$ cat config.mk
export PLATFORM = sky130hd
export DESIGN_NAME = stepper_cmd_scheduler
export DESIGN_NICKNAME = d
export VERILOG_FILES = /design/src/rtl/stepper_cmd_scheduler.sv
export SDC_FILE = /design/constraint.sdc
export NUM_CORES = 1
export LEC_CHECK = 0
export BUFFER_PORTS_ARGS = -buffer_cell sky130_fd_sc_hd__buf_2
export CAP_MARGIN = 20
export CELL_PAD_IN_SITES_DETAIL_PLACEMENT = 1
export CELL_PAD_IN_SITES_GLOBAL_PLACEMENT = 1
export CORE_MARGIN = 4
export CORE_UTILIZATION = 44
export DETAILED_ROUTE_END_ITERATION = 6
export PLACE_DENSITY = 0.76
export REMOVE_ABC_BUFFERS = 1
export SYNTH_ARGS = -nofsm -noshare
export SYNTH_HDL_FRONTEND = slang
export SYNTH_SLANG_ARGS = --single-unit
$ cat constraint.sdc
create_clock -name CLK100MHZ -period 3.8 [get_ports CLK100MHZ]
set_input_delay 0.57 -clock CLK100MHZ [delete_from_list [all_inputs] [get_ports CLK100MHZ]]
set_output_delay 0.57 -clock CLK100MHZ [all_outputs]
set_load 0.01 [all_outputs]
$ cat src/rtl/stepper_cmd_scheduler.sv
// Command FIFO and move sequencer for the stepper driver: issues queued targets one at a time, waits for completion, then dwells.
// Optional build macro STEPPER_CMD_SKIP_DUP_EN: drop commands whose position equals the last issued one.
module stepper_cmd_scheduler #(
  parameter int DEPTH        = 4,
  parameter int POS_W        = 21,
  parameter int DWELL_CYCLES = 1000000,
  parameter int START_WAIT   = 8
) (
  input  logic        CLK100MHZ,
  input  logic        CPU_RESETN,
  input  logic        cmd_wr,
  input  logic [31:0] cmd_data,
  input  logic        flush,
  output logic        cmd_full,
  output logic [31:0] step_data,
  output logic        step_new,
  input  logic        stepper_busy,
  output logic        done_pulse,
  output logic [31:0] status
);

  localparam int AW = $clog2(DEPTH);
  localparam int CW = AW + 1;
  localparam logic [AW-1:0] PTR_ONE = 1;
  localparam logic [CW-1:0] CNT_ONE = 1;
  localparam logic [CW-1:0] CNT_FULL = CW'(DEPTH);
  localparam logic [31:0] START_LAST = 32'((START_WAIT > 1) ? START_WAIT - 1 : 0);
  localparam logic [31:0] DWELL_LAST = 32'((DWELL_CYCLES > 1) ? DWELL_CYCLES - 1 : 0);

  if (DEPTH < 2 || (DEPTH & (DEPTH - 1)) != 0 || POS_W < 1 || POS_W > 32) begin : g_param_check
    $error("stepper_cmd_scheduler: DEPTH must be a power of 2 >= 2 and POS_W in 1..32");
  end

  typedef enum logic [3:0] {
    IDLE       = 4'd0,
    ISSUE      = 4'd1,
    WAIT_START = 4'd2,
    WAIT_DONE  = 4'd3,
    DWELL      = 4'd4
  } state_t;

  state_t          state, next_state;
  logic [31:0]     fifo_mem [DEPTH];
  logic [AW-1:0]   wr_ptr, rd_ptr;
  logic [CW-1:0]   count;
  logic            overflow;
  logic [31:0]     start_cnt, dwell_cnt;
  logic [31:0]     head;
  logic            wr_en, pop, issue_go, done_go, dup_hit;

  assign cmd_full = (count == CNT_FULL);
  assign head     = fifo_mem[rd_ptr];
  // Writes are judged on the registered full flag, so a same-cycle pop never rescues a write into a full FIFO.
  assign wr_en    = cmd_wr && !cmd_full && !flush;
  assign status   = {16'b0, overflow, 3'b0, state, 8'(count)};

`ifdef STEPPER_CMD_SKIP_DUP_EN
  logic [POS_W-1:0] last_pos;
  logic             have_last;

  assign dup_hit = have_last && (head[POS_W-1:0] == last_pos);

  always_ff @(posedge CLK100MHZ or negedge CPU_RESETN) begin
    if (!CPU_RESETN) begin
      last_pos  <= '0;
      have_last <= 1'b0;
    end else if (issue_go) begin
      last_pos  <= head[POS_W-1:0];
      have_last <= 1'b1;
    end
  end
`else
  assign dup_hit = 1'b0;
`endif

  always_ff @(posedge CLK100MHZ) begin
    if (wr_en) fifo_mem[wr_ptr] <= cmd_data;
  end

  always_ff @(posedge CLK100MHZ or negedge CPU_RESETN) begin
    if (!CPU_RESETN) begin
      wr_ptr   <= '0;
      rd_ptr   <= '0;
      count    <= '0;
      overflow <= 1'b0;
    end else if (flush) begin
      wr_ptr   <= '0;
      rd_ptr   <= '0;
      count    <= '0;
      overflow <= 1'b0;
    end else begin
      if (wr_en) wr_ptr <= wr_ptr + PTR_ONE;
      if (pop)   rd_ptr <= rd_ptr + PTR_ONE;
      case ({wr_en, pop})
        2'b10:   count <= count + CNT_ONE;
        2'b01:   count <= count - CNT_ONE;
        default: count <= count;
      endcase
      if (cmd_wr && cmd_full) overflow <= 1'b1;
    end
  end

  always_ff @(posedge CLK100MHZ or negedge CPU_RESETN) begin
    if (!CPU_RESETN) begin
      state      <= IDLE;
      step_data  <= '0;
      step_new   <= 1'b0;
      done_pulse <= 1'b0;
      start_cnt  <= '0;
      dwell_cnt  <= '0;
    end else begin
      state      <= next_state;
      step_new   <= issue_go;
      done_pulse <= done_go;
      if (issue_go) step_data <= head;
      start_cnt  <= (state == WAIT_START) ? start_cnt + 32'd1 : 32'd0;
      dwell_cnt  <= (state == DWELL) ? dwell_cnt + 32'd1 : 32'd0;
    end
  end

  // A flush between IDLE and ISSUE can leave ISSUE with nothing to pop; it then falls back to IDLE.
  always_comb begin
    next_state = state;
    pop        = 1'b0;
    issue_go   = 1'b0;
    done_go    = 1'b0;
    case (state)
      IDLE: begin
        if (count != '0) next_state = ISSUE;
      end
      ISSUE: begin
        if (count == '0) begin
          next_state = IDLE;
        end else begin
          pop = 1'b1;
          if (dup_hit) begin
            next_state = IDLE;
          end else begin
            issue_go   = 1'b1;
            next_state = WAIT_START;
          end
        end
      end
      WAIT_START: begin
        if (stepper_busy) begin
          next_state = WAIT_DONE;
        end else if (start_cnt == START_LAST) begin
          done_go    = 1'b1;
          next_state = DWELL;
        end
      end
      WAIT_DONE: begin
        if (!stepper_busy) begin
          done_go    = 1'b1;
          next_state = DWELL;
        end
      end
      DWELL: begin
        if (flush || dwell_cnt == DWELL_LAST) next_state = IDLE;
      end
      default: next_state = IDLE;
    endcase
  end

endmodule
==> results.sh <==
export IMPL_synth_top_area_cell="edfxtp_1"
export IMPL_syn_avg_cell_area_um2=14.8
export IMPL_grt_start_max_net_pins=56
export IMPL_die_w_um=158
export IMPL_synth_common_cells="edfxtp_1, dfrtp_1, nor2_1, mux2_2, mux4_2"
export IMPL_powerDensity_nw_per_um2=614
export IMPL_gp_congestion=0.756
export IMPL_synth_warnings=0
export IMPL_finalInstanceArea_um2=11300
export IMPL_rows=54
export IMPL_start_util_pct=45.0
export IMPL_r2r_start="count[0]"
export IMPL_grt_pass1_wl_um=34900
export IMPL_port_buffers=78
export IMPL_grt_use_total_pct=17.9
export IMPL_slew_headroom_pct=37.8
export IMPL_cts_root_buf="clkbuf_16"
export IMPL_cts_tree="done"
export IMPL_clkLatencyLatePin_ns=0.54
export IMPL_worst_pin_slew_ns=0.926
export IMPL_core_area_um2=21900
export IMPL_endpoint_kind="flip-flop"
export IMPL_hold_buffers=0
export IMPL_ys_types=44
export IMPL_ir_worst_vdd_mv=0.423
export IMPL_synthArstFlopShare_pct=46.0
export IMPL_r2r_slack_ns=1.23
export IMPL_ant_nets=0
export IMPL_fill_cells=2160
export IMPL_die_area_um2=24800
export IMPL_dp_hpwl_um=13700
export IMPL_synth_seq_area_share_pct=66.8
export IMPL_min_period_ns=2.57
export IMPL_yosysMostFrequentCell="edfxtp_1"
export IMPL_syn_instance_count=664
export IMPL_clock_sinks=237
export IMPL_vias=5673
export IMPL_via_per_inst=5.40
export IMPL_cts_resized=0
export IMPL_ff2ff_path_depth=7
export IMPL_drt_iter0_drc=276
export IMPL_die_h_um=158
export IMPL_clk_pin_slew_ns=0.06
export IMPL_finClkSkew_ns=0.0184
export IMPL_synthesis_area_um2=9840
export IMPL_diodes=0
export IMPL_worst_setup_path_start_kind="flip-flop"
export IMPL_routed_wirelength_um=21500
export IMPL_placed_cell_area_um2=10400
export IMPL_rsz0062_at_grt="no"
export IMPL_nets=794
export IMPL_final_hold_viol_count=0
export IMPL_status="completed"
export IMPL_max_clock_path_buffers=3
export IMPL_p_leak_uw=0.00426
export IMPL_grt_pass1_vias=6334
export IMPL_max_freq_mhz=389
export IMPL_hp_class="in -> async"
export IMPL_synth_edf_count=128
export IMPL_finalCritPeriodShare_pct=67.7
export IMPL_setup_violations=0
export IMPL_crit_fanout=6
export IMPL_routedWlPerCell_um=20.4
export IMPL_cts_buffers=26
export IMPL_rr_endpoint="count[2]"
export IMPL_overflow=0
export IMPL_crit_type="reg -> reg"
export IMPL_htreeDepth=1
export IMPL_maxCapViolations=0
export IMPL_synth_area_leaders="edfxtp_1, dfrtp_1, mux4_2"
export IMPL_yosysTopAreaCellShare_pct=39.0
export IMPL_ys_ff_latch=237
export IMPL_ios=104
export IMPL_cp_required_ns=4.22
export IMPL_worstPathArrival_ns=2.99
export IMPL_dr_pass1_iters=4
export IMPL_drc=0
export IMPL_area_delta_synth_final_pct=14.6
export IMPL_place_inst=1001
export IMPL_antenna_found_initial=1
export IMPL_post_cts_buffers=0
export IMPL_total_power_uw=6920
export IMPL_fin_cells=1050
export IMPL_timing_setup_tns_ns=0
export IMPL_report_final_slew_viol_count=0
export IMPL_ys_flop_type="edfxtp_1"
export IMPL_drive_gt1_share_pct=26.5
## stage by stage
step	hold WS (ns)	util [%]	setup slack [ns]
floorplan	0.274	-	1.25
global placement	0.448	47.6	1.35
detailed placement	0.456	47.6	1.25
CTS	0.128	51.5	1.25
global route	0.144	51.5	1.06
finish	0.116	51.5	1.23
## worst max-delay path: stages, from the launching register on
cell	delay, ns
dfrtp_1	0.45
nor3_1	0.77
nor3_1	0.21
fa_1	0.44
a2111o_1	0.35
nand2_1	0.09
xnor2_1	0.12
nor2_1	0.05
## worst max path at each step
stage | startpoint | end | slack, ns | cells after the start
3_5_place_dp | count[0] | count[2] | 1.25 | 7
6_report | count[0] | count[2] | 1.23 | 7
4_1_cts | state[1] | rd_ptr[1] | 1.25 | 6
2_1_floorplan | state[2] | count[1] | 1.25 | 5
5_1_grt | count[0] | count[2] | 1.06 | 7
3_3_place_gp | state[2] | step_data[0] | 1.35 | 4
## report_power, final
group          switching, µW  internal, µW  total [µW]  leakage (µW)
Sequential               232          3020        3250       0.00261
Clock                    997          1410        2410      0.000414
Combinational            659           600        1260       0.00124
Total                   1890          5030        6920       0.00426
## layout by cell type (no fill, tap or decap), types with 11 or more instances in the layout
master / instances
or3_1: 12
mux2_2: 33
inv_1: 13
mux4_2: 32
dfrtp_1: 107
nor3_1: 11
buf_2: 77
nand3_1: 22
nand4_1: 14
conb_1: 25
edfxtp_1: 128
xnor2_1: 26
clkbuf_16: 26
xor2_1: 29
a21oi_1: 13
nand2_1: 23
nor4_1: 15
nor2_1: 72
## sequential cells by signal, indices dropped and copies added, names as in the netlist
register    cells
fifo_mem      128
wr_ptr          2
rd_ptr          2
dwell_cnt      32
step_data      32
state           3
count           3
start_cnt      32
done_pulse      1
overflow        1
step_new        1
## kinds of logic after synthesis
kind of cell	share of synthesized area, %
flops	66.8
simple gates	11.1
mux	11.2
buf+inv	3.44
xor+xnor	4.89
compound gates	1.55
fa+ha+maj	0.966
other cells	0.0381
## area by class of cell
cell class                      instances  area (µm²)  area share, %
Inverter                               13        48.8          0.433
Clock inverter                         12         110          0.976
Clock buffer                           36         728           6.45
Tap cell                              280         350           3.11
Timing Repair Buffer                   83         438           3.88
Sequential cell                       237        6570           58.3
Multi-Input combinational cell        389        3030           26.9
## routing by layer
metal,global-route usage [%],vias up,share of wire (%)
met5,0,-,0.061
met4,3.85,2,1.9
met3,3.44,35,4.7
met2,31.3,128,52
met1,23.4,2946,42
li1,-,2562,-
(Power assumes the default switching activity.)
